File: config.mk
export PLATFORM = sky130hd
export DESIGN_NAME = dstrobe_tx
export DESIGN_NICKNAME = d
export VERILOG_FILES = /design/src/rtl/dstrobe_pkg.sv /design/src/rtl/dstrobe_tx_tmo_counter.sv /design/src/rtl/dstrobe_tx.sv
export SDC_FILE = /design/constraint.sdc
export NUM_CORES = 1
export LEC_CHECK = 0
export ABC_CLOCK_PERIOD_IN_PS = 1750
export CAP_MARGIN = 25
export CORE_MARGIN = 1
export CORE_UTILIZATION = 30
export CTS_BUF_LIST = sky130_fd_sc_hd__clkbuf_4 sky130_fd_sc_hd__clkbuf_8
export DETAILED_ROUTE_END_ITERATION = 8
export REMOVE_ABC_BUFFERS = 1
export SETUP_SLACK_MARGIN = 0.05
export SYNTH_ARGS = -nofsm -noshare
export SYNTH_HDL_FRONTEND = slang
export SYNTH_SLANG_ARGS = --single-unit
File: constraint.sdc
create_clock -name clk -period 1.75 [get_ports clk]
set_input_delay 0.4375 -clock clk [delete_from_list [all_inputs] [get_ports clk]]
set_output_delay 0.4375 -clock clk [all_outputs]
set_load 0.1 [all_outputs]
File: src/rtl/dstrobe_pkg.sv
// Shared types and defaults for the data-strobe transmitter.
// Holds the FSM state encoding and the default parameter values.
package dstrobe_pkg;

  localparam int LEN_W_DEF      = 8;
  localparam int TMO_CYCLES_DEF = 255;

  typedef enum logic [2:0] {
    ST_IDLE     = 3'd0,
    ST_ENGAGE   = 3'd1,
    ST_WAIT_RX  = 3'd2,
    ST_STROBE   = 3'd3,
    ST_WAIT_RDY = 3'd4,
    ST_DONE     = 3'd5,
    ST_ERROR    = 3'd6
  } state_e;

  function automatic logic is_wait(state_e s);
    return (s == ST_WAIT_RX) || (s == ST_WAIT_RDY);
  endfunction

endpackage

File: src/rtl/dstrobe_tx_tmo_counter.sv
// Wait-state timeout counter for dstrobe_tx.
// Expires on the TMO_CYCLES-th consecutive enabled cycle.
module tmo_counter #(
  parameter int TMO_CYCLES = 255
) (
  input  logic clk,
  input  logic rst,
  input  logic clear,
  input  logic enable,
  output logic expired
);

  localparam int CW = (TMO_CYCLES > 1) ? $clog2(TMO_CYCLES) : 1;
  localparam logic [CW-1:0] ONE  = CW'(1);
  localparam logic [CW-1:0] LAST = CW'(TMO_CYCLES - 1);

  logic [CW-1:0] count;

  assign expired = enable && (count == LAST);

  // Saturates at LAST so a late exit can never wrap the count
  always_ff @(posedge clk) begin
    if (rst) begin
      count <= '0;
    end else if (clear) begin
      count <= '0;
    end else if (enable && !expired) begin
      count <= count + ONE;
    end
  end

endmodule

File: src/rtl/dstrobe_tx.sv
// Data-strobe transmitter: engages a receiver, sends a strobe of
// burst_len cycles, and waits for the receiver to report data ready.
module dstrobe_tx
  import dstrobe_pkg::*;
#(
  parameter int LEN_W      = LEN_W_DEF,
  parameter int TMO_CYCLES = TMO_CYCLES_DEF
) (
  input  logic             clk,
  input  logic             rst,
  input  logic             start,
  input  logic [LEN_W-1:0] burst_len,
  input  logic             abort,
  input  logic             rx_waiting,
  input  logic             rx_data_ready,
  output logic             eng,
  output logic             d_s,
  output logic             busy,
  output logic             done,
  output logic             err
);

  localparam logic [LEN_W-1:0] ONE = LEN_W'(1);

  state_e           state;
  state_e           state_nx;
  logic [LEN_W-1:0] len_q;
  logic [LEN_W-1:0] cnt;
  logic             tmo_clr;
  logic             tmo_en;
  logic             tmo_exp;
  logic             accept;
  logic             rx_go;

  assign tmo_en  = is_wait(state);
  assign tmo_clr = !tmo_en;
  assign accept  = (state == ST_IDLE) && start;
  assign rx_go   = (state == ST_WAIT_RX) && rx_waiting;

  tmo_counter #(
    .TMO_CYCLES(TMO_CYCLES)
  ) u_tmo (
    .clk    (clk),
    .rst    (rst),
    .clear  (tmo_clr),
    .enable (tmo_en),
    .expired(tmo_exp)
  );

  // Awaited input is tested before the timeout so it wins a tie
  always_comb begin
    state_nx = state;
    unique case (state)
      ST_IDLE: begin
        if (start) begin
          state_nx = (burst_len == '0) ? ST_ERROR : ST_ENGAGE;
        end
      end
      ST_ENGAGE: state_nx = ST_WAIT_RX;
      ST_WAIT_RX: begin
        if (rx_waiting) begin
          state_nx = ST_STROBE;
        end else if (tmo_exp) begin
          state_nx = ST_ERROR;
        end
      end
      ST_STROBE: begin
        if (cnt == ONE) begin
          state_nx = ST_WAIT_RDY;
        end
      end
      ST_WAIT_RDY: begin
        if (rx_data_ready) begin
          state_nx = ST_DONE;
        end else if (tmo_exp) begin
          state_nx = ST_ERROR;
        end
      end
      ST_DONE:  state_nx = ST_IDLE;
      ST_ERROR: state_nx = ST_IDLE;
      default:  state_nx = ST_IDLE;
    endcase
  end

  always_ff @(posedge clk) begin
    if (rst) begin
      state <= ST_IDLE;
      len_q <= '0;
      cnt   <= '0;
    end else if (abort) begin
      state <= ST_IDLE;
      cnt   <= '0;
    end else begin
      state <= state_nx;
      if (accept && (burst_len != '0)) begin
        len_q <= burst_len;
      end
      if (rx_go) begin
        cnt <= len_q;
      end else if ((state == ST_STROBE) && (cnt != '0)) begin
        cnt <= cnt - ONE;
      end
    end
  end

  assign eng  = (state == ST_ENGAGE);
  assign d_s  = (state == ST_STROBE);
  assign busy = (state != ST_IDLE);
  assign done = (state == ST_DONE);
  assign err  = (state == ST_ERROR);

endmodule
Word-level counts from Yosys, hierarchy flattened:

Index checks and enable logic that the tools add are counted.

* $add $sub $neg: 2
* equality and inequality tests: 10
* mux-type cells: 9
* bitwise gates (word level): 2
* reduce and logical (&&, ||, !) cells: 18

Operators with widths (number)
* 3-bit 2-to-1 mux: 6
* 8-bit 2-to-1 mux: 2
* 8-bit nonzero test: 2
* 3-bit one-hot mux with 5 select lines: 1
* 3-bit == test (second input constant): 3
* 8-bit by 1-bit adder with 8-bit output (second input constant): 1
* 8-bit by 1-bit == test with 1-bit output (second input constant): 1
* 8-bit == test (second input constant): 1
* 8-bit zero test: 1
* 8-bit by 1-bit subtractor with 8-bit output (second input constant): 1
* 3-bit by 2-bit == test with 1-bit output (second input constant): 2
* 1-bit logical AND: 6
* 2-bit AND reduction: 2
* 2-bit OR reduction: 2
* 3-bit by 1-bit == test with 1-bit output (second input constant): 1
* 3-bit zero test: 1
* 3-bit nonzero test: 1
* 2-bit by 1-bit != test with 1-bit output (second input constant): 1
* 2-bit != test (second input constant): 1
* 1-bit inverter: 2
* 2-bit nonzero test: 1
* 1-bit zero test: 1
* 1-bit logical OR: 1

* register bits after elaboration: 27
* output and inout bits: 5
* word-level logic and storage cells: 45

Depth between registers and ports, before layout:

Gate-level depths: netlist of the first run.

* word-level depth: 6
* depth in mapped cells: 7

By module:

A second synthesis of the first run with hierarchy kept.

* cells, all modules: 190
* area, all modules: 1589.0 um2

Modules (own cells, without submodules)
* dstrobe_tx: times used 1, cells an instance 139, area each 1133.6 um2, sequential area each 380.4 um2
* tmo_counter: times used 1, cells an instance 51, area each 455.4 um2, sequential area each 160.2 um2

Worst setup path before layout of the first run:

No wires, ideal clock.

* path type: register to output
* start point: reg state[2]
* end point: out err
* data arrival time: 2901 ps
* slack: -1588 ps
* cell stages (with the launch flop): 3
* path through: dfxtp_1 -> clkbuf_1 -> nor3b_1

* cells in the longest elaborated chain, start to end: 1

RTL lines
* from (decl): line dstrobe_tx.sv:25 `state_e state;`
* from (signal assigned): line dstrobe_tx.sv:94 `state <= state_nx;`
* 3-bit == test: line dstrobe_tx.sv:110 `assign err = (state == ST_ERROR);`
* to (decl): line dstrobe_tx.sv:20 `output logic err`

No other way between the ends.

Final worst setup path of the first run:

* start point: reg state[1]
* end point: out busy

* cells in the longest elaborated chain, start to end: 1

RTL lines
* 3-bit nonzero test: line dstrobe_tx.sv:108 `assign busy = (state != ST_IDLE);`
* to (decl): line dstrobe_tx.sv:18 `output logic busy,`

No other way between the ends.

==> results of run 1 <==
logic make-up (layout without fill, tap and decap cells):
family / Yosys count / after routing / share of synthesized area
AOI/OAI and AO/OA: 38 / 38 / 0.1854
DFF: 27 / 27 / 0.3673
adders and majority gates: 5 / 5 / 0.04252
muxes: 9 / 9 / 0.06123
buffers and inverters: 15 / 65 / 0.04167
xor gates and xnor gates: 3 / 3 / 0.01786
and+or+nand+nor: 73 / 73 / 0.2840
worst max-delay path: cells and delay by family (launching register included):
kind / cells / cell delay [ns]
and+or+nand+nor: 1 / 0.36
DFF: 1 / 0.38
buffers and inverters: 2 / 0.29
state kept, by name (all words and copies together), names as in the netlist:
| register | count |
|---|---|
| cnt | 8 |
| len_q | 8 |
| state | 3 |
| u_tmo.count | 8 |
area by class of cell:
| type | instances | area, um2 | share of cell area |
|---|---|---|---|
| tap | 67 | 83.83 | 0.03993 |
| timing repair buffer | 54 | 491.7 | 0.2342 |
| multi-input combinational | 128 | 895.9 | 0.4267 |
| clock inverter | 1 | 7.507 | 0.003576 |
| sequential | 27 | 553.0 | 0.2634 |
| clock buffer | 3 | 41.29 | 0.01967 |
| inverter | 7 | 26.28 | 0.01251 |
metal layers:
metal / routed length, um / GRT usage
met3: 109 / 0.02083
met5: 0 / 0
met2: 1729 / 0.2421
met4: 30 / 0.03922
met1: 1793 / 0.1845
where the power goes:
group          switching (W)  internal [W]
clock network       0.000209      0.000162
logic              0.0000728     0.0000792
registers          0.0000117      0.000622
cell usage after synthesis, types with 3 or more instances:
cell	count	area [um2]
sky130_fd_sc_hd__clkbuf_1	5	18.77
sky130_fd_sc_hd__a2bb2oi_1	3	26.28
sky130_fd_sc_hd__or3_1	7	43.79
sky130_fd_sc_hd__o21ai_0	4	20.02
sky130_fd_sc_hd__ha_1	5	62.56
sky130_fd_sc_hd__inv_1	7	26.28
sky130_fd_sc_hd__mux2i_1	9	90.09
sky130_fd_sc_hd__a31oi_1	9	56.30
sky130_fd_sc_hd__a21oi_1	8	40.04
sky130_fd_sc_hd__dfxtp_1	27	540.5
sky130_fd_sc_hd__nand2_1	9	33.78
sky130_fd_sc_hd__nand3b_1	3	22.52
sky130_fd_sc_hd__nand4_1	3	18.77
sky130_fd_sc_hd__nor4_1	4	25.02
sky130_fd_sc_hd__nor2_1	18	67.56
sky130_fd_sc_hd__nand3_1	8	40.04
sky130_fd_sc_hd__nor3b_1	3	22.52
sky130_fd_sc_hd__o211ai_1	4	30.03
stage by stage:
step	area (um2)	setup slack, ns
final	2100	-0.001419
after global placement	1968	-0.2805
after floorplan	1436	-1.467
after detailed placement	1968	-0.3243
after global routing	2100	-0.04288
after CTS	2018	-0.02787
final timing paths:
check,from,end,slack (ns),depth (start not counted)
min reg2reg,cnt[1]$_SDFFE_PP0P_,cnt[1]$_SDFFE_PP0P_,0.49,2
min,cnt[1]$_SDFFE_PP0P_,cnt[1]$_SDFFE_PP0P_,0.49,2
max reg2reg,state[1]$_SDFFE_PP0P_,len_q[3]$_SDFFE_PP0P_,0.11,6
max,state[1]$_SDFFE_PP0P_,busy,-0.001,3
timing repair:
item / CTS / global route
buffers inserted: 0 / 7
hold buffers: 0 / 0
pin swaps: 1 / 2
endpoints found under the setup margin: 15 / 14
resized for setup: 14 / 9
==> results.sh, run 1 <==
export IMPL_timing_critical_path_slowest_stage_cell="sky130_fd_sc_hd__dfxtp_4"
export IMPL_clock_sinks=27
export IMPL_drt_total_wl_mm=3.664
export IMPL_first_pass_grt_wire_length_mm=5.802
export IMPL_clock_tree_from_tritoncts="built"
export IMPL_post_route_core_utilization=0.4445
export IMPL_wl_per_cell_um=12.77
export IMPL_layout_drive_gt1_share=0.2818
export IMPL_violations="negative setup slack"
export IMPL_rows=25
export IMPL_max_cap_violations=0
export IMPL_finish_net_count=240
export IMPL_detail_route_first_pass_iterations=4
export IMPL_cts_htree_levels=1
export IMPL_i_o_buffers=18
export IMPL_synth_flop_cell="sky130_fd_sc_hd__dfxtp_1"
export IMPL_fin_skew_ns=0.003057
export IMPL_first_iter_violations=91
export IMPL_outcome="finished, violations left"
export IMPL_grt_overflow_total=0
export IMPL_instances_no_fill=287
export IMPL_insertion_delay_of_the_later_clocked_pin_in_the_worst_skew_pair_ns=0.27
export IMPL_timing_final_max_slew_violations=0
export IMPL_synth_edf_count=0
export IMPL_setup_slack_ns=-0.001419
export IMPL_fillers=472
export IMPL_critical_path_max_fanout=5
export IMPL_first_global_vias=1284
export IMPL_totalPowerFinal_w=0.001157
export IMPL_critPathMaxStageDelay_ns=0.38
export IMPL_crit_type="reg -> out"
export IMPL_via_per_inst=4.941
export IMPL_min_period_over_period=1.001
export IMPL_chipHeight_um=72.04
export IMPL_drc_viols=0
export IMPL_synth_seq_cells=27
export IMPL_critical_path_cell_chain="buf_6, or3_4, buf_12"
export IMPL_setup_total_negative_slack_ns=-0.001419
export IMPL_share_of_synthesized_flip_flops_with_an_asynchronous_set_or_reset=0
export IMPL_power_ir_vdd_worst_mv=0.3232
export IMPL_dp_cells=276
export IMPL_setup_repair_after_global_routing_missed_its_margin="yes"
export IMPL_mostFrequentLayoutCell="sky130_fd_sc_hd__buf_4"
export IMPL_fin_hold_ws_ns=0.4876
export IMPL_floorplan_io_pins=19
export IMPL_timing_critical_path_required_ns=1.31
export IMPL_power_density_nw_per_um2=551.1
export IMPL_antenna_left=0
export IMPL_clock_fmax_ghz=0.5710
export IMPL_clk_pin_slew_worst_paths_ns=0.10
export IMPL_num_antenna_cells=0
export IMPL_pin_count_of_the_biggest_net_entering_global_routing=17
export IMPL_die_area_um2=5189
export IMPL_total_leakage_power_nw=0.7972
export IMPL_worst_slew_pin_slew_ns=0.3000
export IMPL_clock_path_buffers=2
export IMPL_areaGrowthSynthToFinish_pct=42.69
export IMPL_netlist_cell_types=44
export IMPL_mappedNetlistArea_um2=1471
export IMPL_syn_mean_instance_area_um2=8.655
export IMPL_initial_util=0.3115
export IMPL_cts_made_buffers=3
export IMPL_ys_seq_area_frac=0.3673
export IMPL_report_final_hold_viol_count=0
export IMPL_worst_ep_arrival_time_ns=1.31
export IMPL_cts_root_buffer="sky130_fd_sc_hd__clkbuf_8"
export IMPL_post_dp_hpwl_mm=2.679
export IMPL_routabilityCongestion=0.7847
export IMPL_worst_setup_path_end_kind="output pin"
export IMPL_max_slew_margin_rel=0.7983
export IMPL_floorplan_die_width_um=72.04
export IMPL_core_region_area_um2=4723
export IMPL_mostFrequentLayoutCells="sky130_fd_sc_hd__buf_4, sky130_fd_sc_hd__dfxtp_1, sky130_fd_sc_hd__nor2_1"
export IMPL_hp_class="reg -> reg"
export IMPL_synth_warnings=0
export IMPL_setup_viol=1
export IMPL_globalRouteTotalUtil=0.1411
export IMPL_synth_cells=170
export IMPL_grt_antenna_before_repair=0
export IMPL_final_min_clock_period_ns=1.751
export IMPL_worstSetupStartpointType="flip-flop"
export IMPL_vias=1418
No activity file was read; power rests on OpenSTA's default activity.
==> run 2: changes to the inputs <==
Settings changed: SLEW_MARGIN set to 20.
==> results of run 2 <==
No change in the layout: final DEF, timing and power equal those of run 1.
==> run 3: changes to the inputs <==
Settings changed: SLEW_MARGIN 20 to 10.
==> results of run 3 <==
No change in the layout: final DEF, timing and power equal those of run 1.
